[config.mk]
export PLATFORM = sky130hd
export DESIGN_NAME = ttc_intr_ctrl
export DESIGN_NICKNAME = d
export VERILOG_FILES = /design/src/rtl/ttc_intr_pkg.sv /design/src/rtl/ttc_intr_sync.sv /design/src/rtl/ttc_intr_ctrl.sv
export SDC_FILE = /design/constraint.sdc
export NUM_CORES = 1
export LEC_CHECK = 0
export BUFFER_PORTS_ARGS = -buffer_cell sky130_fd_sc_hd__buf_4
export CORE_MARGIN = 4
export CORE_UTILIZATION = 35
export DETAILED_ROUTE_END_ITERATION = 8
export GPL_ROUTABILITY_DRIVEN = 1
export PLACE_DENSITY_LB_ADDON = 0.15
export SYNTH_ARGS = -nofsm -noshare
export SYNTH_HDL_FRONTEND = slang
export SYNTH_SLANG_ARGS = --single-unit
[constraint.sdc]
create_clock -name pclk -period 2.35 [get_ports pclk]
set_input_delay 0.1175 -clock pclk [delete_from_list [all_inputs] [get_ports pclk]]
set_output_delay 0.1175 -clock pclk [all_outputs]
set_load 0.03 [all_outputs]
[src/rtl/ttc_intr_pkg.sv]
// Shared constants for the TTC interrupt controller: mode encodings, coalescing
// FSM states and default parameter values.
package ttc_intr_pkg;

  localparam int NUM_SRC_DEF  = 6;
  localparam int ID_W_DEF     = 3;
  localparam int COAL_TMO_DEF = 16;

  localparam logic MODE_LEVEL = 1'b0;
  localparam logic MODE_EDGE  = 1'b1;

  typedef logic [1:0] coal_state_t;
  localparam coal_state_t ST_IDLE  = 2'd0;
  localparam coal_state_t ST_ACCUM = 2'd1;
  localparam coal_state_t ST_FIRE  = 2'd2;

  function automatic logic [5:0] popcount32(input logic [31:0] v);
    logic [5:0] n;
    n = '0;
    for (int i = 0; i < 32; i++) n = n + 6'(v[i]);
    return n;
  endfunction

endpackage

[src/rtl/ttc_intr_sync.sv]
// Per-source two-flop synchroniser plus history flop; produces an edge or
// level event depending on the source's mode bit.
module ttc_intr_sync
  import ttc_intr_pkg::*;
(
  input  logic pclk,
  input  logic n_p_reset,
  input  logic src,
  input  logic mode,
  output logic evt
);

  logic s1_reg, s2_reg, s3_reg;

  always_ff @(posedge pclk or negedge n_p_reset) begin
    if (!n_p_reset) begin
      s1_reg <= 1'b0;
      s2_reg <= 1'b0;
      s3_reg <= 1'b0;
    end else begin
      s1_reg <= src;
      s2_reg <= s1_reg;
      s3_reg <= s2_reg;
    end
  end

  // The history flop keeps running across mode changes, so a level that is
  // already high when switching to edge mode does not look like a new edge.
  assign evt = (mode == MODE_EDGE) ? (s2_reg & ~s3_reg) : s2_reg;

endmodule

[src/rtl/ttc_intr_ctrl.sv]
// Interrupt controller: synchronised sources, sticky W1C status, enable/mode
// registers. Define TTC_INTR_COALESCE_EN to add count/timeout coalescing.
module ttc_intr_ctrl
  import ttc_intr_pkg::*;
#(
  parameter int NUM_SRC  = NUM_SRC_DEF,
  parameter int ID_W     = ID_W_DEF,
  parameter int COAL_TMO = COAL_TMO_DEF
) (
  input  logic               pclk,
  input  logic               n_p_reset,
  input  logic [NUM_SRC-1:0] src_in,
  input  logic [NUM_SRC-1:0] pwdata,
  input  logic               en_wr,
  input  logic               mode_wr,
  input  logic               clr_wr,
`ifdef TTC_INTR_COALESCE_EN
  input  logic [3:0]         coal_thresh,
`endif
  output logic               irq,
  output logic [ID_W-1:0]    irq_id,
  output logic [NUM_SRC-1:0] irq_status,
  output logic [NUM_SRC-1:0] irq_en_out,
  output logic [NUM_SRC-1:0] irq_mode_out
);

  localparam int ID_W_REQ = (NUM_SRC > 1) ? $clog2(NUM_SRC) : 1;

  if (NUM_SRC < 1 || NUM_SRC > 32 || ID_W != ID_W_REQ || COAL_TMO < 1 || COAL_TMO > 255)
  begin : g_param_check
    $error("ttc_intr_ctrl: illegal NUM_SRC/ID_W/COAL_TMO combination");
  end

  logic [NUM_SRC-1:0] en_reg, mode_reg, status_reg, status_next, evt;

  for (genvar gi = 0; gi < NUM_SRC; gi++) begin : g_src
    ttc_intr_sync u_sync (
      .pclk      (pclk),
      .n_p_reset (n_p_reset),
      .src       (src_in[gi]),
      .mode      (mode_reg[gi]),
      .evt       (evt[gi])
    );
    // A set in the same cycle as its clear wins, so no event is lost.
    assign status_next[gi] = (status_reg[gi] & ~(clr_wr & pwdata[gi])) | (evt[gi] & en_reg[gi]);
  end

  always_ff @(posedge pclk or negedge n_p_reset) begin
    if (!n_p_reset) begin
      en_reg     <= '0;
      mode_reg   <= '0;
      status_reg <= '0;
    end else begin
      status_reg <= status_next;
      if (en_wr)   en_reg   <= pwdata;
      if (mode_wr) mode_reg <= pwdata;
    end
  end

  always_comb begin
    irq_id = '0;
    for (int i = NUM_SRC - 1; i >= 0; i--) begin
      if (status_reg[i]) irq_id = ID_W'(i);
    end
  end

  assign irq_status   = status_reg;
  assign irq_en_out   = en_reg;
  assign irq_mode_out = mode_reg;

`ifdef TTC_INTR_COALESCE_EN
  coal_state_t state_reg, state_next;
  logic [3:0]  cnt_reg, cnt_next;
  logic [7:0]  tmr_reg, tmr_next;
  logic [5:0]  new_cnt;
  logic [5:0]  cnt_sum;

  assign new_cnt = popcount32(32'(status_next & ~status_reg));

  always_comb begin
    state_next = state_reg;
    cnt_next   = cnt_reg;
    tmr_next   = tmr_reg;
    cnt_sum    = 6'(cnt_reg) + new_cnt;
    case (state_reg)
      ST_IDLE: begin
        if (new_cnt != 6'd0) begin
          state_next = ST_ACCUM;
          cnt_next   = (new_cnt > 6'd15) ? 4'hF : new_cnt[3:0];
          tmr_next   = 8'd0;
        end
      end
      ST_ACCUM: begin
        cnt_next = (cnt_sum > 6'd15) ? 4'hF : cnt_sum[3:0];
        tmr_next = tmr_reg + 8'd1;
        if (cnt_next >= coal_thresh || tmr_next == 8'(COAL_TMO)) state_next = ST_FIRE;
      end
      ST_FIRE: begin
        if (status_next == '0) state_next = ST_IDLE;
      end
      default: state_next = ST_IDLE;
    endcase
  end

  always_ff @(posedge pclk or negedge n_p_reset) begin
    if (!n_p_reset) begin
      state_reg <= ST_IDLE;
      cnt_reg   <= '0;
      tmr_reg   <= '0;
    end else begin
      state_reg <= state_next;
      cnt_reg   <= cnt_next;
      tmr_reg   <= tmr_next;
    end
  end

  assign irq = (state_reg == ST_FIRE);
`else
  assign irq = |status_reg;
`endif

endmodule

==> results of run 1 <==
[cells in the mapped netlist]
library cell  number  area share [%]
nor3_1             1            0.40
nor2b_1            1            0.50
a221oi_1           1            0.70
dfrtp_1           36              72
nor2_1             3            0.90
nand2_1           13             3.9
buf_4              6             3.6
buf_2              2            0.80
inv_1              1            0.30
nand2b_1           1            0.50
a32o_1             6             4.8
nor4_2             1             1.0
mux2_2            12              11
[layout make-up]
| cell class | count | area [µm²] |
|---|---|---|
| flip-flops and latches | 36 | 901 |
| multi-input cells | 39 | 294 |
| clock buffers | 8 | 58.8 |
| repair buffers | 45 | 355 |
| fillers | 302 | 1720 |
| inverters | 1 | 3.75 |
| well taps | 46 | 57.6 |
[power breakdown]
part	internal [µW]	switching (µW)
Sequential	673	48.3
Clock	148	187
Combinational	127	165
[worst paths after layout]
path | start | endpoint | slack, ns | cells past startpoint
worst max register to register | irq_mode_out[2] | irq_status[2] | 1.52 | 2
min in group asynchronous | n_p_reset | irq_mode_out[4] | 0.26 | 2
worst min-delay path | pwdata[4] | irq_mode_out[4] | 0.03 | 2
worst min register to register | g_src[4].u_sync.s1_reg | g_src[4].u_sync.s2_reg | 0.35 | 0
max in group asynchronous | n_p_reset | g_src[0].u_sync.s2_reg | 1.77 | 2
worst max-delay path | irq_status[2] | irq_id[2] | 0.82 | 3
[stage by stage]
stage | utilization, % | total power (µW) | instance area [µm²] | worst slack, ns | hold slack (ns)
final | 49.3 | 1350 | 1670 | 0.825 | 0.0343
after global routing | 49.3 | 1420 | 1670 | 0.678 | 0.00675
after CTS | 49.3 | 1370 | 1670 | 0.795 | 0.0157
after detailed placement | 45.5 | 1020 | 1540 | 1.17 | 0.0991
after global placement | 45.5 | 1020 | 1540 | 1.21 | 0.0959
after floorplan | - | 900 | 1250 | 0.733 | -0.178
[cells in the final DEF (no fill, tap or decap), drive strengths merged]
cell	count
nand2b	1
a221oi	1
inv	1
nand2	13
mux2	12
nor3	1
dfrtp	36
clkbuf	8
nor2	3
dlygate4sd3	7
nor2b	1
buf	38
nor4	1
a32o	6
[worst max-delay path: cells and delay by family (launching register included)]
family	cells	cell delay, ns
DFF	1	0.44
and+or+nand+nor	2	0.47
buffers and inverters	1	0.17
[what timing repair did]
action                     CTS  global route
setup endpoints to repair    0             0
hold buffers                 7             0
hold endpoints to repair    42             0
[routing by layer]
metal,wire length [µm],GRT usage [%],vias up
met1,1040,15.5,364
met3,184,5.42,4
li1,-,-,371
met2,1150,18.2,30
met4,28,5.21,0
met5,0,0,-
[cells by family after synthesis]
kind of cell / after synthesis
DFF: 36
and+or+nand+nor: 20
muxes: 12
buffers and inverters: 9
AOI/OAI and AO/OA: 7
==> impl_results.md, run 1 <==
* Final ANT Viol Nets at 0
* Critical path type: reg -> out
* Count of state elements after synthesis at 36
* CTS sink cnt at 36
* Post-CTS Repair Setup Buffers at 0
* Worst setup SP type: register
* Min-Delay Path Class: in -> reg
* I/O pins at 39
* Clk root buf: clkbuf_4
* Post-synthesis simple-gate area fraction at 7.19%
* Largest net degree at the start of global routing at 37
* Crit path capture type: primary output
* Largest family of logic cells by synthesized area: multiplexers
* Core area at 3390 µm²
* Post-DR wirelength/cell at 13.7 µm
* Die H at 67.9 µm
* Critical path's largest stage delay at 0.44 ns
* Xor/xnor share of the synthesized area at 0%
* Final Cycle Share at 64.9%
* Setup TNS Final at 0 ns
* DR iter-0 viols at 47
* Share of layout cells above drive strength 1 at 44.2%
* Vias in the first global route at 818
* Synthesized cell area at 1250 µm²
* CP arrival at 1.41 ns
* Layout area overhead at 33.2%
* DRC violations left at 0
* ANT cells at 0
* Mux share of post-synthesis cell area at 10.8%
* Final hold vios at 0
* Clk_skew at 0.00689 ns
* Tot GR Track Use at 12.2%
* VDD IR-drop max at 0.384 mV
* Cells after DPL at 160
* Syn Nets at 101
* Final min period at 1.53 ns
* Final Net Count at 145
* CTS HTree Levels at 2
* Slew HR at 70.1%
* Post-Syn Area per Cell at 14.9 µm²
* DIE WIDTH at 67.9 µm
* Initial Util at 37.0%
* Critical-path top delay cell: dfrtp_1
* First-pass GRT wire length at 3970 µm
* Static Leak at 0.000773 µW
* Row count at 21
* Post-synthesis sequential area ratio at 71.9%
* Final GP Congestion at 0.650
* Final Slew Violations at 0
* Complex-gate fraction of the synthesized area at 5.49%
* WP data required at 2.23 ns
* Post-Synth Adder-Cell Area at 0%
* Outcome: complete, no violations
* Final setup violation count at 0
* Worst-skew pair later-pin latency at 0.33 ns
* RSZ-0062 raised after global routing: false
* Post-detail-place hpwl at 1690 µm
* Distinct cell type count of the synthesized netlist at 13
* Layout Cells excl Fill at 175
* Initial antenna violation count at 0
* Final wirelength at 2400 µm
* Ys Warns at 0
* Grt ovf at 0
* PwrDens at 807 nW/µm²
* Worst-path clk slew at 0.10 ns
* Max clock buf depth at 2
* Via count at 769
* Worst slew pin tran at 0.448 ns
* Maximum clock frequency at 656 MHz
* DRT Pass-1 Iters at 4
* Crit-path max FO at 5
* Gates resized, CTS repair at 0
* CP Cell Sequence: nor4_2, nor2b_1, buf_4
* DIE AREA at 4600 µm²
* Via-per-instance ratio at 4.39
* CTS tree: built
* IO buf count at 38
* Max-Cap Viols at 0
* Inserted Clock Buffers at 5
* Mapped Cells at 84
Power figures use the tool's default switching activity.
==> run 2: changes to the inputs <==
- ABC_AREA: default -> 1
- clock period: 2.35 -> 1.55 ns (I/O delays scaled with it)
==> impl_results.md, run 2 <==
* Outcome: complete, no violations
* R2R depth at 1
* Final wirelength at 2530 µm
* Final ANT Viol Nets at 0
* Share of the synthesized area in the top cell type at 67.7%
* Clk root buf: clkbuf_8
* Prevailing post-synth register cell: dfrtp_1
* CTS tree: built
* Distinct cell type count of the synthesized netlist at 11
* IO buf count at 38
* DRT Pass-1 Iters at 4
* Final setup violation count at 0
* Most frequent cells in the layout: 38 x buf_4, 36 x dfrtp_1, 27 x nand2_1
* Worst Hold Depth at 2
* Grt ovf at 0
* Ys Warns at 0
* Via count at 833
* Mapped Cells at 101
* Post-synth EDFFs at 0
* Max-Cap Viols at 0
* Worst-skew pair later-pin latency at 0.28 ns
* Share of layout cells above drive strength 1 at 38.6%
* VDD IR-drop max at 0.518 mV
* Post-DR wirelength/cell at 13.1 µm
* Count of state elements after synthesis at 36
* Max clock buf depth at 2
* I/O pins at 39
* Layout area overhead at 32.0%
* Critical-path top delay cell: dfrtp_1
* Final Cycle Share at 85.0%
* Post-DP Area at 1610 µm²
* Top-count cell post-synth: dfrtp_1
* DIE AREA at 4850 µm²
* DRC violations left at 0
* Worst-path clk slew at 0.06 ns
* Static Leak at 0.000894 µW
* Post-synthesis sequential area ratio at 67.7%
* Maximum clock frequency at 759 MHz
* Row count at 22
* Worst slew pin tran at 0.439 ns
* Post-Syn Area per Cell at 13.2 µm²
* Initial antenna violation count at 0
* Vias in the first global route at 897
* CP Cell Sequence: nor2_1, nand3_1, nor2_1, buf_4
* Crit-path max FO at 4
* Post-CTS Repair Setup Buffers at 0
* ANT cells at 0
* Post-synth top cells: 36 x dfrtp_1, 27 x nand2_1, 12 x mux2_4
* Commonest non-fill, non-tap cell in the layout: buf_4
* Gates resized, CTS repair at 0
* WP data required at 1.47 ns
* Syn Nets at 118
* Design area at 1760 µm²
* CTS HTree Levels at 2
* Final min period at 1.32 ns
* Die H at 69.7 µm
* Via-per-instance ratio at 4.32
* CP dominant cell by count: nor2_1
* CTS sink cnt at 36
* Crit path capture type: primary output
* Post-synth top area cell: dfrtp_1
* Post-detail-place hpwl at 1790 µm
* Min-Delay Path Class: in -> reg
* Slew HR at 70.7%
* Final hold vios at 0
* Final Net Count at 162
* Worst setup SP type: register
* Final GP Congestion at 0.699
* DR iter-0 viols at 60
* RSZ-0062 raised after global routing: false
* PwrDens at 1230 nW/µm²
* Critical path type: reg -> out
* Critical path's largest stage delay at 0.40 ns
* First-pass GRT wire length at 4580 µm
* Initial Util at 36.4%
* Core area at 3660 µm²
* Largest net degree at the start of global routing at 37
* DIE WIDTH at 69.7 µm
* Final Slew Violations at 0
* Setup TNS Final at 0 ns
* Tot GR Track Use at 12.4%
* Clk_skew at 0.00384 ns
* CP arrival at 1.24 ns
* Synth area leaders: dfrtp_1 68%, mux2_4 14%, nand2_1 7.6%
* Synthesized cell area at 1330 µm²
* Async S/R FF share, synth at 100%
* Inserted Clock Buffers at 5
==> run 2: cell types whose count changed after synthesis, moves of 2 or more <==
cell	change
nand3_1	+7
inv_1	+4
a32o_1	-6
mux2_2	-12
mux2_4	+12
buf_2	-2
nand2_1	+14
buf_6	+2
==> run 2: cell type report <==
type,instances,area (µm²)
repair buffers,45,355
inverters,5,18.8
fillers,340,1900
flip-flops and latches,36,901
multi-input cells,52,344
clock inverters,1,5.00
clock buffers,6,72.6
well taps,48,60.1
==> run 2: report_power, final <==
group	internal [µW]	switching, µW	leakage (µW)	total (µW)
clock network	305	294	0.0000410	599
registers	1020	64.0	0.000421	1090
logic	204	269	0.000433	473
==> run 2: per-layer routing <==
| metal | share of wire [%] | GRT usage [%] | up-vias | routed length, µm |
|---|---|---|---|---|
| met5 | 0 | 0 | - | 0 |
| met4 | 1.1 | 5.11 | 0 | 27 |
| met3 | 5.9 | 5.65 | 2 | 148 |
| met2 | 51 | 19.2 | 23 | 1280 |
| met1 | 42 | 15.0 | 407 | 1070 |
| li1 | - | - | 401 | - |
==> run 2: timing repair <==
action	CTS	global route
hold buffers	7	0
hold endpoints to repair	42	0
endpoints found under the setup margin	0	0
==> run 2: critical path: cells and delay by family (launching register included) <==
family	cells	cell delay (ns)
and+or+nand+nor	3	0.39
DFF	1	0.40
buffers and inverters	1	0.17
==> run 2: kinds of logic (layout without fill, tap and decap cells) <==
logic type             Yosys count  count (layout)  synth area share [%]
AOI/OAI and AO/OA                1               1                 0.376
buffers and inverters           13              57                  6.48
DFF                             36              36                  67.7
muxes                           12              12                  13.5
and+or+nand+nor                 39              39                  11.9
==> run 2: stage by stage <==
step                      hold slack (ns)  power, µW  instances  util [%]  setup slack (ns)
after floorplan                    -0.218       1390        101         -             0.161
after global placement             0.0573       1570        179      44.0             0.539
after detailed placement           0.0554       1570        179      44.0             0.508
after CTS                          0.0384       2200        193      48.0             0.195
after global routing               0.0386       2290        193      48.0            0.0674
final                              0.0490       2160        193      48.0             0.233
==> run 2: final timing paths <==
kind / start / endpoint / slack (ns)
max: irq_status[2] / irq_id[2] / 0.23
min: pwdata[5] / irq_en_out[5] / 0.05
max reg2reg: irq_en_out[2] / irq_en_out[2] / 0.75
min reg2reg: g_src[5].u_sync.s1_reg / g_src[5].u_sync.s2_reg / 0.35
max in group asynchronous: n_p_reset / g_src[2].u_sync.s2_reg / 0.95
min in group asynchronous: n_p_reset / irq_status[1] / 0.29
==> run 3: changes to the inputs <==
- ABC_AREA: 1 -> 0
- clock period: 1.55 -> 1.3 ns (I/O delays scaled with it)
==> impl_results.md, run 3 (synthesis gave the netlist of run 1 again) <==
* Worst Hold Depth at 2
* First-pass GRT wire length at 4130 µm
* Worst-path clk slew at 0.10 ns
* DR iter-0 viols at 13
* CP arrival at 1.36 ns
* Final wirelength at 2600 µm
* Final min period at 1.42 ns
* I/O pins at 39
* Vias in the first global route at 867
* Final Slew Violations at 0
* IO buf count at 38
* PwrDens at 1400 nW/µm²
* CTS sink cnt at 36
* WP data required at 1.24 ns
* Crit-path max FO at 2
* Largest net degree at the start of global routing at 37
* ANT cells at 0
* Die H at 67.9 µm
* Maximum clock frequency at 704 MHz
* Final GP Congestion at 0.701
* Outcome: finished with violations
* CTS HTree Levels at 2
* Critical path type: reg -> out
* Crit path capture type: primary output
* Tot GR Track Use at 13.2%
* Commonest non-fill, non-tap cell in the layout: buf_4
* Most frequent cells in the layout: 40 x buf_4, 35 x dfrtp_1, 13 x nand2_1, 13 x dlygate4sd3_1, 12 x mux2_2
* Share of layout cells above drive strength 1 at 48.6%
* FF-to-FF Start: irq_status[0]
* DRT Pass-1 Iters at 2
* R2R depth at 3
* Clk_skew at 0.00440 ns
* Row count at 21
* Final Cycle Share at 109%
* Post-detail-place hpwl at 1770 µm
* Worst slew pin tran at 0.439 ns
* Via count at 838
* Initial antenna violation count at 0
* Worst hold margin at 0.0680 ns
* Worst R2R End: irq_status[0]
* CP Cell Sequence: nor4_2, nor2b_2, buf_6
* Initial Util at 37.0%
* Final Net Count at 158
* DIE WIDTH at 67.9 µm
* Slew HR at 70.7%
* WHS Endpoint: irq_en_out[2]
* Min-Delay Path Class: in -> reg
* Via-per-instance ratio at 4.46
* Max-Cap Viols at 0
* DIE AREA at 4600 µm²
* Static Leak at 0.000843 µW
* CTS tree: built
* HP Start: en_wr
* RSZ-0062 raised after global routing: true
* Critical-path top delay cell: dfrtp_1
* Worst setup SP type: register
* Critical path's largest stage delay at 0.41 ns
* Core area at 3390 µm²
* Layout area overhead at 46.0%
* Post-DR wirelength/cell at 13.8 µm
* Post-DP Area at 1560 µm²
* Clk root buf: clkbuf_4
* Final hold vios at 0
* Worst reg-to-reg setup slack at 0.30 ns
* DRC violations left at 0
* Inserted Clock Buffers at 5
* Final setup violation count at 3
* Violated checks: negative setup slack
* VDD IR-drop max at 0.593 mV
* Final WS setup at -0.121 ns
* Fill cells at 304
* Worst-skew pair later-pin latency at 0.32 ns
* Design area at 1830 µm²
* Grt ovf at 0
* Max clock buf depth at 2
* Final ANT Viol Nets at 0
## run 3: cell types whose count changed in the layout (fill, tap and decap cells not counted), moves of 2 or more
| cell | change |
|---|---|
| nand3_1 | -7 |
| a32o_1 | +6 |
| mux2_4 | -12 |
| clkbuf_4 | +5 |
| mux2_2 | +12 |
| inv_1 | -4 |
| nand2_1 | -14 |
| buf_6 | +5 |
| buf_4 | +2 |
| dlygate4sd3_1 | +6 |
| clkbuf_8 | -4 |
## run 3: worst max-delay path by stage
stage	startpoint	endpoint	slack [ns]
finish	irq_status[2]	irq_id[2]	-0.12
CTS	irq_status[3]	irq_id[2]	-0.14
global route	irq_status[3]	irq_id[2]	-0.24
global placement	irq_status[2]	irq_id[2]	0.20
detailed placement	irq_status[2]	irq_id[2]	0.18
floorplan	irq_status[1]	irq_id[0]	-0.008
## run 3: final cells by class
class | instances | area [µm²] | share of cell area, %
Timing Repair Buffer | 58 | 487 | 26.6
Multi-Input combinational cell | 39 | 322 | 17.6
Inverter | 1 | 3.75 | 0.205
Clock buffer | 8 | 58.8 | 3.21
Tap cell | 46 | 57.6 | 3.14
Sequential cell | 36 | 902 | 49.3
## run 3: repair_timing
action                                  4_1_cts  5_1_grt
setup buffers                                 5        1
endpoints found under the hold margin        54        0
hold buffers                                 13        0
resized for setup                             4        5
endpoints found under the setup margin        4        5
## run 3: report_power, final
| group | switching [µW] | internal [µW] | total, µW | leakage (µW) |
|---|---|---|---|---|
| Clock | 332 | 267 | 599 | 0.0000326 |
| Sequential | 79.3 | 1220 | 1300 | 0.000420 |
| Combinational | 347 | 313 | 660 | 0.000390 |
## run 3: metrics by stage
| step | TNS (ns) | power (µW) | std cells | util (%) | setup slack, ns |
|---|---|---|---|---|---|
| detailed placement | 0 | 1870 | 161 | 46.1 | 0.177 |
| floorplan | -0.00787 | 1640 | 84 | - | -0.00787 |
| global placement | 0 | 1860 | 161 | 46.1 | 0.202 |
| global route | -0.686 | 2700 | 188 | 54.0 | -0.235 |
| finish | -0.287 | 2560 | 188 | 54.0 | -0.121 |
| CTS | -0.278 | 2550 | 187 | 53.2 | -0.144 |
## run 3: critical path, delay by kind of cell (launching register included)
family                 cells  cell delay [ns]
and+or+nand+nor            2             0.49
DFF                        1             0.41
buffers and inverters      1             0.13
## run 3: metal layers
layer,up-vias,routed length [µm],part of all wire (%),track usage [%]
met5,-,0,0,0
met4,0,44,1.7,5.21
met3,5,226,8.7,6.90
met2,27,1250,48,21.0
met1,405,1080,41,14.9
li1,401,-,-,-
